File: config.mk
export PLATFORM = sky130hd
export DESIGN_NAME = button_conditioner
export DESIGN_NICKNAME = d
export VERILOG_FILES = /design/src/rtl/btn_pkg.sv /design/src/rtl/debounce_channel.sv /design/src/rtl/button_conditioner.sv
export SDC_FILE = /design/constraint.sdc
export NUM_CORES = 1
export LEC_CHECK = 0
export CAP_MARGIN = 20
export CORE_UTILIZATION = 60
export DETAILED_ROUTE_END_ITERATION = 7
export PLACE_DENSITY = 0.8
export SYNTH_ARGS = -nofsm -noshare
export SYNTH_HDL_FRONTEND = slang
export SYNTH_SLANG_ARGS = --single-unit
File: constraint.sdc
create_clock -name clk -period 6.03 [get_ports clk]
set_input_delay 1.206 -clock clk [delete_from_list [all_inputs] [get_ports clk]]
set_output_delay 1.206 -clock clk [all_outputs]
set_load 0.05 [all_outputs]
File: src/rtl/btn_pkg.sv
// Shared definitions for the push-button conditioning path.
//   btn_state_t : per-channel debounce FSM encoding
//   BTN_*       : channel index of each Basys3 button within the btn_* vectors
//   *_DEFAULT   : timing defaults for a 100 MHz clk
//   cnt_width() : counter width helper (never below one bit)
package btn_pkg;

  typedef enum logic [1:0] {
    IDLE_LOW     = 2'd0,
    CONFIRM_HIGH = 2'd1,
    IDLE_HIGH    = 2'd2,
    CONFIRM_LOW  = 2'd3
  } btn_state_t;

  localparam int BTN_C = 0;
  localparam int BTN_U = 1;
  localparam int BTN_L = 2;
  localparam int BTN_R = 3;
  localparam int BTN_D = 4;

  localparam int NBTN_DEFAULT            = 5;
  localparam int DEBOUNCE_CYCLES_DEFAULT = 1000000;   // 10 ms
  localparam int HOLD_CYCLES_DEFAULT     = 50000000;  // 500 ms
  localparam int REPEAT_CYCLES_DEFAULT   = 10000000;  // 100 ms

  // Width able to hold 0..n-1.
  function automatic int cnt_width(input int n);
    return (n > 2) ? $clog2(n) : 1;
  endfunction

endpackage

File: src/rtl/debounce_channel.sv
// One button channel: 2-flop synchroniser, debounce FSM, registered press
// pulse and write-1-to-clear sticky latch.
//
// Optional build macro: BTN_REPEAT_EN adds a hold counter that produces
// auto-repeat press pulses while the button stays on the high side.
//
// Ports:
//   clk        system clock
//   reset      synchronous, active-high reset
//   raw        asynchronous raw button pin
//   clr_sticky one-cycle clear strobe for sticky
//   level      debounced level
//   press      one-cycle pulse per accepted press (and per repeat)
//   sticky     set by press, cleared by clr_sticky; set wins
//
// state        | meaning
// -------------+----------------------------------------------------
// IDLE_LOW     | level accepted low, waiting for s2=1
// CONFIRM_HIGH | s2 high, counting stable samples before accepting 1
// IDLE_HIGH    | level accepted high, waiting for s2=0
// CONFIRM_LOW  | s2 low, counting stable samples before accepting 0
module debounce_channel
  import btn_pkg::*;
#(
  parameter int DEBOUNCE_CYCLES = DEBOUNCE_CYCLES_DEFAULT
`ifdef BTN_REPEAT_EN
  ,
  parameter int HOLD_CYCLES     = HOLD_CYCLES_DEFAULT,
  parameter int REPEAT_CYCLES   = REPEAT_CYCLES_DEFAULT
`endif
) (
  input  logic clk,
  input  logic reset,
  input  logic raw,
  input  logic clr_sticky,
  output logic level,
  output logic press,
  output logic sticky
);

  localparam int               CNT_W    = cnt_width(DEBOUNCE_CYCLES);
  localparam logic [CNT_W-1:0] CNT_LAST = CNT_W'(DEBOUNCE_CYCLES - 1);

  logic             s1, s2;
  btn_state_t       state, state_nxt;
  logic [CNT_W-1:0] cnt, cnt_nxt;
  logic             level_nxt;
  logic             rise;
  logic             press_nxt;
  logic             sticky_nxt;

  always_ff @(posedge clk) begin
    if (reset) begin
      s1 <= 1'b0;
      s2 <= 1'b0;
    end else begin
      s1 <= raw;
      s2 <= s1;
    end
  end

  always_ff @(posedge clk) begin
    if (reset) state <= IDLE_LOW;
    else       state <= state_nxt;
  end

  // The counter starts at 1 on entering a confirm state because the entry
  // sample itself already counts as the first stable sample.
  always_comb begin
    state_nxt = state;
    cnt_nxt   = cnt;
    level_nxt = level;
    rise      = 1'b0;
    case (state)
      IDLE_LOW: begin
        if (s2) begin
          state_nxt = CONFIRM_HIGH;
          cnt_nxt   = CNT_W'(1);
        end
      end
      CONFIRM_HIGH: begin
        if (!s2) begin
          state_nxt = IDLE_LOW;
          cnt_nxt   = '0;
        end else if (cnt == CNT_LAST) begin
          state_nxt = IDLE_HIGH;
          cnt_nxt   = '0;
          level_nxt = 1'b1;
          rise      = 1'b1;
        end else begin
          cnt_nxt = cnt + CNT_W'(1);
        end
      end
      IDLE_HIGH: begin
        if (!s2) begin
          state_nxt = CONFIRM_LOW;
          cnt_nxt   = CNT_W'(1);
        end
      end
      CONFIRM_LOW: begin
        if (s2) begin
          state_nxt = IDLE_HIGH;
          cnt_nxt   = '0;
        end else if (cnt == CNT_LAST) begin
          state_nxt = IDLE_LOW;
          cnt_nxt   = '0;
          level_nxt = 1'b0;
        end else begin
          cnt_nxt = cnt + CNT_W'(1);
        end
      end
      default: begin
        state_nxt = IDLE_LOW;
        cnt_nxt   = '0;
        level_nxt = 1'b0;
      end
    endcase
  end

`ifdef BTN_REPEAT_EN
  localparam int HOLD_MAX = (HOLD_CYCLES > REPEAT_CYCLES) ? HOLD_CYCLES : REPEAT_CYCLES;
  localparam int HOLD_W   = cnt_width(HOLD_MAX);
  localparam logic [HOLD_W-1:0] HOLD_LAST = HOLD_W'(HOLD_CYCLES - 1);
  localparam logic [HOLD_W-1:0] REP_LAST  = HOLD_W'(REPEAT_CYCLES - 1);

  logic [HOLD_W-1:0] hold_cnt, hold_nxt;
  logic              repeating, repeating_nxt;
  logic              rpt_fire;
  logic              high_now, high_next;

  // The entry edge into IDLE_HIGH is not counted, so the first repeat lands
  // exactly HOLD_CYCLES after the level rise. Repeats continue through
  // CONFIRM_LOW since the release is not yet accepted there.
  assign high_now  = (state == IDLE_HIGH) || (state == CONFIRM_LOW);
  assign high_next = (state_nxt == IDLE_HIGH) || (state_nxt == CONFIRM_LOW);

  always_comb begin
    hold_nxt      = '0;
    repeating_nxt = 1'b0;
    rpt_fire      = 1'b0;
    if (high_now && high_next) begin
      repeating_nxt = repeating;
      if (!repeating && hold_cnt == HOLD_LAST) begin
        rpt_fire      = 1'b1;
        repeating_nxt = 1'b1;
      end else if (repeating && hold_cnt == REP_LAST) begin
        rpt_fire = 1'b1;
      end else begin
        hold_nxt = hold_cnt + HOLD_W'(1);
      end
    end
  end

  always_ff @(posedge clk) begin
    if (reset) begin
      hold_cnt  <= '0;
      repeating <= 1'b0;
    end else begin
      hold_cnt  <= hold_nxt;
      repeating <= repeating_nxt;
    end
  end

  assign press_nxt = rise | rpt_fire;
`else
  assign press_nxt = rise;
`endif

  // A press on the same edge as a clear keeps the latch set.
  assign sticky_nxt = press_nxt | (sticky & ~clr_sticky);

  always_ff @(posedge clk) begin
    if (reset) begin
      cnt    <= '0;
      level  <= 1'b0;
      press  <= 1'b0;
      sticky <= 1'b0;
    end else begin
      cnt    <= cnt_nxt;
      level  <= level_nxt;
      press  <= press_nxt;
      sticky <= sticky_nxt;
    end
  end

endmodule

File: src/rtl/button_conditioner.sv
// Conditions the raw Basys3 push-buttons (bit order C,U,L,R,D) for the MMIO
// block: each bit is handled by an independent debounce_channel.
//
// Optional build macro: BTN_REPEAT_EN enables hold-to-repeat press pulses;
// HOLD_CYCLES and REPEAT_CYCLES only take effect when it is defined.
//
// Ports:
//   clk        system clock (single domain)
//   reset      synchronous, active-high reset
//   btn_raw    [NBTN] asynchronous raw button pins
//   clr_sticky [NBTN] write-1-to-clear strobe for btn_sticky
//   btn_level  [NBTN] debounced level
//   btn_press  [NBTN] registered one-cycle press pulse
//   btn_sticky [NBTN] pressed since last clear
module button_conditioner
  import btn_pkg::*;
#(
  parameter int NBTN            = NBTN_DEFAULT,
  parameter int DEBOUNCE_CYCLES = DEBOUNCE_CYCLES_DEFAULT,
  parameter int HOLD_CYCLES     = HOLD_CYCLES_DEFAULT,
  parameter int REPEAT_CYCLES   = REPEAT_CYCLES_DEFAULT
) (
  input  logic            clk,
  input  logic            reset,
  input  logic [NBTN-1:0] btn_raw,
  input  logic [NBTN-1:0] clr_sticky,
  output logic [NBTN-1:0] btn_level,
  output logic [NBTN-1:0] btn_press,
  output logic [NBTN-1:0] btn_sticky
);

  // The confirm counter relies on at least two stable samples.
  if (NBTN < 1 || DEBOUNCE_CYCLES < 2 || HOLD_CYCLES < 1 || REPEAT_CYCLES < 1) begin : g_bad_cfg
    $error("button_conditioner: illegal parameter values");
  end

  for (genvar i = 0; i < NBTN; i++) begin : g_ch
    debounce_channel #(
      .DEBOUNCE_CYCLES (DEBOUNCE_CYCLES)
`ifdef BTN_REPEAT_EN
      ,
      .HOLD_CYCLES     (HOLD_CYCLES),
      .REPEAT_CYCLES   (REPEAT_CYCLES)
`endif
    ) u_ch (
      .clk        (clk),
      .reset      (reset),
      .raw        (btn_raw[i]),
      .clr_sticky (clr_sticky[i]),
      .level      (btn_level[i]),
      .press      (btn_press[i]),
      .sticky     (btn_sticky[i])
    );
  end

endmodule

; ---- After elaboration in Yosys (flattened, before gate mapping)
; Cells that the tools add are included.
[word_totals]
regBits = 135
input_bits = 12
out_inout_bits = 15
word_cells = 245
[classes]
n_addsub = 5
n_eq_ne = 60
n_mux = 105
n_bitwise = 15
n_reduce_logical = 25
[ops]
columns = operator, n
row1 = $mux W20, 25
row2 = $pmux W20 S4, 5
row3 = $add A20 B1 Y20 const B, 5
row4 = $eq A20 B20 Y1 const B, 5
row5 = $mux W2, 30
row6 = $ne A2 B1 Y1 const B, 20
row7 = $pmux W2 S4, 5
row8 = $mux W1, 35
row9 = $reduce_and A5 Y1, 5
row10 = $eq A2 B2 Y1 const B, 10
row11 = $ne A2 B2 Y1 const B, 10
row12 = $reduce_and A4 Y1, 5
row13 = $ne A3 B1 Y1 const B, 5
row14 = $ne A3 B3 Y1 const B, 5
row15 = $eq A2 B1 Y1 const B, 5
row16 = $logic_not A2 Y1, 5
row17 = $pmux W1 S2, 5
row18 = $reduce_and A2 Y1, 5
row19 = $reduce_bool A2 Y1, 5
row20 = $and A1 B1 Y1, 5
row21 = $not A1 Y1, 5
row22 = $or A1 B1 Y1, 5

; ---- Depth between registers and ports, before layout
[logic_depth]
word_depth = 5
ltp_mapped = 8
mapped_depth_nobuf = 6

; ---- Modules after synthesis
; A second synthesis with hierarchy kept.
[hier_totals]
hier_cells = 778
hier_area_um2 = 6832.8
[by_module_without_submodules]
columns = module, instances, cells_each, area_each_um2, seq_area_each_um2
row1 = debounce_channel (g_ch[1].u_ch ...), 3, 159, 1393.8, 540.5
row2 = debounce_channel (g_ch[4].u_ch), 1, 150, 1336.3, 540.5
row3 = debounce_channel (g_ch[0].u_ch), 1, 151, 1315.0, 540.5

; ---- Least setup slack after synthesis
; OpenSTA, ideal clock, no wires.
[synth_timing]
path_kind = input -> register
from = input port reset
to = register g_ch[4].u_ch.cnt[4]
setup_time_ns = 0.059
arrival_ns = 2.453
t_required_ns = 5.971
setup_slack_ns = 3.519
path_stages = 5
n_path_buf = 2
cell_sequence = clkbuf_1 > clkbuf_1 > nor3_1 > a21o_1 > a22o_1
[synth_rtl]
columns = item, line_no
row1 = start: declaration, button_conditioner.sv:24  ; input logic reset,
row2 = end signal: assignment, debounce_channel.sv:179  ; cnt <= cnt_nxt;
row3 = end: declaration, debounce_channel.sv:46  ; logic [CNT_W-1:0] cnt, cnt_nxt;

; ---- Final worst setup path
[layout_timing]
from = register g_ch[4].u_ch.level
to = output port btn_level[4]
[layout_rtl]
columns = item, line_no
row1 = start: declaration, debounce_channel.sv:36  ; output logic level,
row2 = start signal: assignment, debounce_channel.sv:180  ; level <= level_nxt;
row3 = end: declaration, button_conditioner.sv:27  ; output logic [NBTN-1:0] btn_level,
; No word-level cell between the ends.

==> metrics.yaml <==
status: "complete, no violations"
crit_buf_inv: 1
slew_headroom: 0.301
rsz0062_at_grt: "false"
post-cts-setup-buffer-count: 0
yosys.area.top_type: "dfxtp_1"
syn_inst: 789
tightest_slew_ns: 1.04
critPathRequiredTime_ns: 4.82
synth_area_leaders: "dfxtp_1 (41%), a21oi_1 (5.0%), nand3_1 (4.9%), nand2_1 (4.1%), a31oi_1 (4.1%)"
synth_edf_count: 0
yosysMostFrequentCell: "dfxtp_1"
path_depth: 1
path_class: "reg2out"
port_buffers: 26
n_fill_cell: 801
gp_congestion: 0.845
slew_viol_final: 0
ctsHoldBuffers: 0
overflow: 0
fin_worst_skew_ns: 0.00591
start_util: 0.628
clock_latency_ns: 0.52
max_stage_delay_ns: 0.83
worstSetupStartpointType: "register"
clockBufferDepth: 2
fmax_mhz: 340
setup_violations: 0
cts_root_buf: "clkbuf_8"
grt_pass1_vias: 5599
die_h_microns: 107
whs_path_depth: 1
place_area_sq_um: 6750
wl_microns: 14400
grt_max_degree: 53
max_cap_violations: 0
hold_ws_ns: 0.439
grtUsageTotal: 0.268
synth_top_area_frac: 0.411
crit_chain: "clkdlybuf4s50_1"
synthDistinctLibCells: 64
crit_path_end_kind: "output pin"
synth_area_sq_um: 6580
layout.nets: 810
drcViolationCount: 0
drtPass1Iterations: 5
cts_tree: "yes"
utilization: 0.710
fin_crit_ns: 2.94
die_area_sq_um: 11400
synthTopCellsByCount: "dfxtp_1 (135), nand2_1 (72), a21oi_1 (66), nand3_1 (65), nor2_1 (47)"
timing.final.ws_setup_ns: 3.09
grt_antenna_before_repair: 0
yosysWarnings: 0
grt_pass1_wl_microns: 24900
vias: 5907
fin_area_sq_um: 7430
r2r_cells: 6
syn_to_final_growth_pct: 13.0
slowest_stage: "clkdlybuf4s50_1"
p_per_area_nw_per_um2: 287
die-width_microns: 107
preCtsSetupSlack_ns: 2.40
ys_async_sr_fraction: 0
clkTransAtPathRegs_ns: 0.06
critPathArrivalTime_ns: 1.74
core_area_sq_um: 10500
cts_made_buffers: 17
antenna_cells: 0
ys_ff_latch: 135
ant_nets: 0
syn_nets: 806
syn_avg_cell_area_sq_um: 8.33
num_rows: 37
ir_drop_mv: 0.220
cts_sinks: 135
cts.htree.levels: 4
synth_ff_type: "dfxtp_1"
io-pin-count: 27
hold_viol_final: 0
final_layout_size_suffix_gt1_frac: 0.0707
min_period_over_period: 0.488
drt_iter0_markers: 340
cp_top_family: "buffers and inverters"
place_hpwl_microns: 9430
yosysSeqAreaShare: 0.411
vias_per_cell: 6.27
power.leakage_nw: 2.61
crit_fanout: 3
postCtsResizedCells: 0
tns_ns: 0
wl_per_cell_microns: 15.3
timing.hold.worst.class: "reg2reg"
==> flip-flops by register name, summed over array words and instances (netlist names), named ones only <==
signal	count
g_ch.u_ch.cnt	100
g_ch.u_ch.sticky	5
g_ch.u_ch.state	5
g_ch.u_ch.level	5
g_ch.u_ch.s1	5
g_ch.u_ch.s2	5
g_ch.u_ch.press	5
==> cell families after synthesis <==
| kind of cell | share of synthesized area |
|---|---|
| xor+xnor | 0.0289 |
| buf+inv | 0.0546 |
| fa+ha+maj | 0.00951 |
| mux | 0.00609 |
| compound gates | 0.204 |
| flops | 0.411 |
| simple gates | 0.285 |
==> report_power, final <==
group / switching, mW / internal [mW]
Combinational: 0.0511 / 0.0299
Clock: 0.378 / 0.753
Sequential: 0.0131 / 0.903
Total: 0.443 / 1.69
==> placed cells by master (no fill, tap or decap), drive strengths merged, types with 4 or more instances in the layout <==
cell           netlist  layout
dfxtp              135     135
a21oi               67      67
mux2i                4       4
a211oi               4       4
xor2                11      11
nor2b               13      13
xnor2                9       9
bufinv               0       6
nand4b               4       4
a22o                17      17
nand4               26      26
a21o                 8       8
clkbuf              13      19
inv                 21      22
o211ai               6       6
nor2                47      47
clkdlybuf4s50        0      25
nand2b              17      17
nand3               65      65
and3                19      19
a31oi               43      43
buf                 35       8
nand2               74      74
or3                 12      12
nor4b                4       4
and2                 6       6
nor4                 8       8
o21ai               42      42
or4                  6       6
nor3                16      16
ha                   5       5
and4                16      16
==> routing by layer <==
| layer | vias to the layer above | wire length, microns | GRT usage |
|---|---|---|---|
| li1 | 2923 | - | - |
| met1 | 2795 | 6450 | 0.338 |
| met2 | 172 | 7170 | 0.447 |
| met3 | 17 | 667 | 0.0541 |
| met4 | 0 | 164 | 0.107 |
| met5 | - | 0 | 0 |
==> per-stage QoR <==
stage	std cells	power, mW
final	942	2.13
after global routing	942	2.19
after CTS	939	2.14
after detailed placement	907	1.01
after global placement	906	1.01
after floorplan	789	0.989
==> worst paths after layout <==
kind                                                  startpoint                           endpoint  slack (ns)
worst min-delay path                  g_ch[4].u_ch.s1$_SDFF_PP0_         g_ch[4].u_ch.s2$_SDFF_PP0_        0.44
worst max-delay path             g_ch[4].u_ch.level$_SDFFE_PP0P_                       btn_level[4]        3.09
worst min register to register        g_ch[4].u_ch.s1$_SDFF_PP0_         g_ch[4].u_ch.s2$_SDFF_PP0_        0.44
worst max register to register  g_ch[3].u_ch.cnt[0]$_SDFFE_PP0P_  g_ch[3].u_ch.cnt[19]$_SDFFE_PP0P_        3.50
==> layout make-up <==
cell class                 count  area (sq um)  area share
multi-input combinational    585          3520       0.473
tap                          136           170      0.0229
inverter                      21          78.8      0.0106
clock buffer                  19           422      0.0568
timing repair buffer          33           313      0.0421
clock inverter                13           226      0.0305
sequential                   135          2700       0.364
Note: power is estimated with default switching activity, not from simulation.
